$ cat src/rtl/mcp_pkg.sv
// Shared constants and helpers for the multi-channel change-pulse detector.
package mcp_pkg;

    localparam int MODE_ANY  = 0;
    localparam int MODE_RISE = 1;
    localparam int MODE_FALL = 2;

    // Stretch counter width: wide enough to hold PULSE_LEN-1.
    function automatic int cnt_width(input int pulse_len);
        return (pulse_len < 1) ? 1 : $clog2(pulse_len + 1);
    endfunction

endpackage

$ cat src/rtl/change_pulse_ch.sv
// One monitored channel: history register, arm bit, stretch counter,
// stretched pulse and sticky flag. o_det is the unregistered event strobe.
module change_pulse_ch
    import mcp_pkg::*;
#(
    parameter int DATA_W     = 8,
    parameter int PULSE_LEN  = 1,
    parameter int MODE       = MODE_ANY,
    parameter int ARM_ON_1ST = 1
) (
    input  logic              clk,
    input  logic              rst_n,
    input  logic [DATA_W-1:0] i_data,
    input  logic              i_en,
    input  logic              i_clr,
    output logic              o_pulse,
    output logic              o_flag,
    output logic              o_det
);

    localparam int            CW     = cnt_width(PULSE_LEN);
    localparam logic [CW-1:0] RELOAD = CW'(PULSE_LEN - 1);

    logic [DATA_W-1:0] r_prev;
    logic              r_armed;
    logic [CW-1:0]     r_cnt;
    logic              r_pulse;
    logic              r_flag;
    logic              w_cond;
    logic              w_det;

    always_comb begin
        w_cond = 1'b0;
        case (MODE)
            MODE_RISE: w_cond = (i_data > r_prev);
            MODE_FALL: w_cond = (i_data < r_prev);
            default:   w_cond = (i_data != r_prev);
        endcase
    end

    assign w_det = i_en & r_armed & w_cond;

    always_ff @(posedge clk or negedge rst_n) begin
        if (!rst_n) begin
            r_prev  <= '0;
            r_armed <= (ARM_ON_1ST == 0);
            r_cnt   <= '0;
            r_pulse <= 1'b0;
            r_flag  <= 1'b0;
        end else begin
            // History tracks the input even while disabled, so re-enabling
            // never compares against a stale value.
            r_prev  <= i_data;
            r_armed <= 1'b1;

            if (!i_en) begin
                r_cnt   <= '0;
                r_pulse <= 1'b0;
            end else if (w_det) begin
                r_cnt   <= RELOAD;
                r_pulse <= 1'b1;
            end else if (r_cnt != '0) begin
                r_cnt   <= r_cnt - 1'b1;
            end else begin
                r_pulse <= 1'b0;
            end

            if (w_det)
                r_flag <= 1'b1;
            else if (i_clr)
                r_flag <= 1'b0;
        end
    end

    assign o_pulse = r_pulse;
    assign o_flag  = r_flag;
    assign o_det   = w_det;

endmodule

$ cat src/rtl/multi_change_pulse.sv
// NUM_CH independent change detectors with stretched pulses, sticky flags
// and a registered OR of all per-cycle detect events.
module multi_change_pulse
    import mcp_pkg::*;
#(
    parameter int NUM_CH     = 4,
    parameter int DATA_W     = 8,
    parameter int PULSE_LEN  = 1,
    parameter int MODE       = MODE_ANY,
    parameter int ARM_ON_1ST = 1
) (
    input  logic                     clk,
    input  logic                     rst_n,
    input  logic [NUM_CH*DATA_W-1:0] data_in,
    input  logic [NUM_CH-1:0]        ch_en,
    input  logic [NUM_CH-1:0]        flag_clr,
    output logic [NUM_CH-1:0]        pulse,
    output logic [NUM_CH-1:0]        flag,
    output logic                     any_pulse
);

    logic [NUM_CH-1:0] w_det;
    logic              r_any_pulse;

    for (genvar g = 0; g < NUM_CH; g++) begin : g_ch
        change_pulse_ch #(
            .DATA_W     (DATA_W),
            .PULSE_LEN  (PULSE_LEN),
            .MODE       (MODE),
            .ARM_ON_1ST (ARM_ON_1ST)
        ) u_ch (
            .clk     (clk),
            .rst_n   (rst_n),
            .i_data  (data_in[g*DATA_W +: DATA_W]),
            .i_en    (ch_en[g]),
            .i_clr   (flag_clr[g]),
            .o_pulse (pulse[g]),
            .o_flag  (flag[g]),
            .o_det   (w_det[g])
        );
    end

    // Unstretched: one cycle per cycle in which any channel detected.
    always_ff @(posedge clk or negedge rst_n) begin
        if (!rst_n)
            r_any_pulse <= 1'b0;
        else
            r_any_pulse <= |w_det;
    end

    assign any_pulse = r_any_pulse;

endmodule

$ cat config.mk
export PLATFORM = sky130hd
export DESIGN_NAME = multi_change_pulse
export DESIGN_NICKNAME = d
export VERILOG_FILES = /design/src/rtl/mcp_pkg.sv /design/src/rtl/change_pulse_ch.sv /design/src/rtl/multi_change_pulse.sv
export SDC_FILE = /design/constraint.sdc
export NUM_CORES = 1
export LEC_CHECK = 0
export CORE_UTILIZATION = 40
export CTS_BUF_LIST = sky130_fd_sc_hd__clkbuf_4 sky130_fd_sc_hd__clkbuf_8 sky130_fd_sc_hd__clkbuf_16
export DETAILED_ROUTE_END_ITERATION = 10
export PLACE_DENSITY = 0.84
export SLEW_MARGIN = 20
export SYNTH_ARGS = -nofsm -noshare
export SYNTH_HDL_FRONTEND = slang
export SYNTH_SLANG_ARGS = --single-unit
$ cat constraint.sdc
create_clock -name clk -period 1.6 [get_ports clk]
set_clock_uncertainty 0.2 [all_clocks]
set_input_delay 0.32 -clock clk [delete_from_list [all_inputs] [get_ports clk]]
set_output_delay 0.32 -clock clk [all_outputs]
set_load 0.05 [all_outputs]
==> impl_summary.txt <==
----------------------------------------------------
[Power and ir drop]
  Pwr/cell area ... ~960 nW/um2
  Maximum vdd drop ... approximately 0.66 mV
  Leakage ... 1.10 nW
  Total power consumption of the routed design ... 2.22 mW

[Placement]
  Placer Congestion ... 0.651
  HPWL after detailed placement ... 2.24 mm
  Setup slack after placement ... -0.740 ns
  Port Buffer Count ... 50

[Floorplan]
  Height of the die ... about 64 um
  Starting density of the core ... 41.9%
  Num rows ... 22
  Floorplan die width ... 63.9 um
  Core Region ... 3660 um2
  Die ar. ... 4090 um2
  Number of ports placed on the die boundary ... 51

[Synthesis]
  Area fraction of the dominant cell type after synthesis ... about two thirds
  Synth Area per Inst ... roughly 14 um2
  Area of the mapped netlist ... 1530 um2
  Sequential-to-total area share from yosys stat ... 68.5%
  Net count after synthesis ... 150
  Cell types with the largest area share after synthesis ... sky130_fd_sc_hd__dfrtp_1 69%, sky130_fd_sc_hd__xor2_1 18%, sky130_fd_sc_hd__buf_4 3.9%
  Post-Syn Instances ... 108
  Ys Warns ... 0
  Synth Register Bits ... 42
  Library cells used by synthesis ... 11
  Leading area contributor after synthesis ... sky130_fd_sc_hd__dfrtp_1

[Worst setup path]
  CP max FO ... 2
  Kind of cell adding the most delay to the critical path ... simple AND/OR/NAND/NOR gates
  Worst Path Arrival ... 1.77 ns
  Startpoint types ... flop
  Worst r2r src ... g_ch[0].u_ch.r_prev[2]
  Req. time, crit path ... 1.56 ns
  Worst setup path start ... g_ch[0].u_ch.r_prev[2]
  Maximum single-stage delay on the critical path ... ~0.50 ns
  Slowest-stage cell, CP ... sky130_fd_sc_hd__or4_1
  CP Capture Type ... flop
  Buffer and inverter count on the worst path ... 0
  Crit Path Category ... reg -> reg
  CP Cell Sequence ... xor2_2 -> nor4_4 -> a21oi_2 -> or4_1

[STA]
  Setup repair after global routing missed its margin ... yes
  Count of endpoints failing hold in the final timing report ... 0
  Number of setup violations in the final report ... 1
  Relative slew margins ... 66.3%
  Worst Tran Pin Value ... 0.506 ns
  Highest clock frequency the design can meet ... 551 MHz
  Min Clock Period, post-route ... around 1.8 ns
  Minimum setup slack in the final design ... -0.213 ns
  Share of the clock period used by the worst path after layout ... 113%
  Worst hold-check slack ... 0.0196 ns
  Slew Limit Fails ... 0

[Cells and area]
  Count of antenna diodes in the layout ... 0
  Share of cells above drive strength 1 ... 22.0%
  Area growth from synthesis to layout ... 50.6%
  Post-layout nets ... slightly above 200
  Count of fill cells added during filler insertion ... 307
  Final standard cell utilization of the core ... 63.1%

[Clock network]
  CTS clock-pin slew for the worst setup and hold paths ... roughly 0.07 ns
  TritonCTS clock tree ... done
  TritonCTS Buffers ... 5
  Buffer cell driving the clock tree root ... sky130_fd_sc_hd__clkbuf_8
  Clk_lat worst skew ... roughly 0.28 ns
  Clock buffer depth ... 2
  Count of clock tree sinks ... 42
  H-Tree Level Count ... 2

[Routing]
  DR DRC count ... 0
  Average routed wire per standard cell ... 14.0 um
  Router iterations before antenna repair ... 3
  Final wirelength ... 2.96 mm
  Post-detailed-route count of antenna-violating nets ... 0
  Iteration-0 DRC count of the detailed router ... 26
  Vias ... 958
  Average vias per placed instance ... 4.52

[Global route]
  Overflow left after global routing ... 0
  Antenna violations before repair ... 0
  Pin count of the biggest net entering global routing ... 43
  Total routing resource utilization after global routing ... 15.5%
  Vias in the first global route ... 1048
  First-pass GRT wire length ... 4.71 mm

[Hold path]
  Class of the tightest hold or removal check ... in -> reg
  Hold Crit Start ... data_in[17]

[Run status]
  Violations in the final reports ... setup timing
  Status ... complete, but fails checks

[Run]
  Max-cap violations ... 0

----------------------------------------------------
stage by stage:
step                instances  cell area (um2)  TNS (ns)
floorplan                 108             1530   -0.0941
global placement          203             2160     -3.27
detailed placement        203             2160     -3.67
CTS                       212             2260    -0.273
global route              212             2310    -0.411
finish                    212             2310    -0.213
path summary, 6_finish.rpt:
check | end | slack, ns | depth (start not counted)
max | any_pulse | -0.21 | 4
min | g_ch[2].u_ch.r_prev[1] | 0.02 | 1
max reg2reg | any_pulse | -0.21 | 4
min reg2reg | g_ch[2].u_ch.o_flag | 0.34 | 1
max in group asynchronous | g_ch[2].u_ch.r_prev[4] | 0.42 | 3
min in group asynchronous | g_ch[1].u_ch.r_prev[2] | 0.42 | 3
routing by layer:
metal | up-vias | wire, um | global-route usage, %
met3 | 2 | 133 | 3.75
met5 | - | 0 | 0
met1 | 481 | 1150 | 16.8
met4 | 0 | 19 | 4.26
met2 | 28 | 1660 | 29.5
li1 | 447 | - | -
worst reg2reg max path, delay by kind of cell, from the launching register on:
kind,cells,cell delay [ns]
xor+xnor,1,0.17
simple gates,2,0.82
compound gates,1,0.10
flops,1,0.40
registers in the layout, summed over array words and instances (netlist names):
signal	cells
g_ch.u_ch.r_armed	1
g_ch.u_ch.o_flag	4
g_ch.u_ch.o_pulse	4
any_pulse	1
g_ch.u_ch.r_prev	32
power by group:
group / internal, mW / switching [mW]
clock network: 0.365 / 0.329
registers: 1.12 / 0.0394
logic: 0.185 / 0.177
total: 1.67 / 0.546
Yosys cell counts (all sizes together):
cell type  number
dfrtp          42
a21o            4
or4             1
nor4            8
buf             8
nand2           4
xor2           32
inv             4
a21oi           4
conb            1
placed cells by master, fill, tap and decap left out, drive strengths merged, types with 2 or more instances in the layout:
cell and n:
a21o 4, a21oi 4, buf 15, clkbuf 7, clkdlybuf4s50 8, dfrtp 42
dlygate4sd2 30, dlymetal6s2s 2, inv 4, nand2 4, nor4 8, xor2 32
cells by family (layout without fill, tap and decap cells):
| logic type | count (synthesis) | in the layout | share of synthesized area (%) |
|---|---|---|---|
| AND/OR/NAND/NOR | 13 | 13 | 4.73 |
| other | 1 | 1 | 0.244 |
| buffers and inverters | 12 | 68 | 4.89 |
| AO/OA/AOI/OAI | 8 | 8 | 3.34 |
| XOR/XNOR | 32 | 32 | 18.3 |
| flip-flops | 42 | 42 | 68.5 |
final cells by class:
type / count / area [um2] / share of cell area, %
multi-input combinational: 54 / 488 / 21.1
inverter: 4 / 15.0 / 0.650
timing repair buffer: 56 / 601 / 26.0
clock inverter: 1 / 5.00 / 0.217
clock buffer: 7 / 90.1 / 3.90
tap: 48 / 60.1 / 2.60
sequential: 42 / 1050 / 45.5
repair_timing:
action | CTS | global route
hold endpoints to repair | 42 | 0
buffers inserted | 1 | 1
pin swaps | 17 | 7
setup endpoints to repair | 7 | 5
hold buffers | 1 | 0
cloned | 0 | 0
gates resized for setup | 36 | 9
Note: power is estimated with default switching activity, not from simulation.
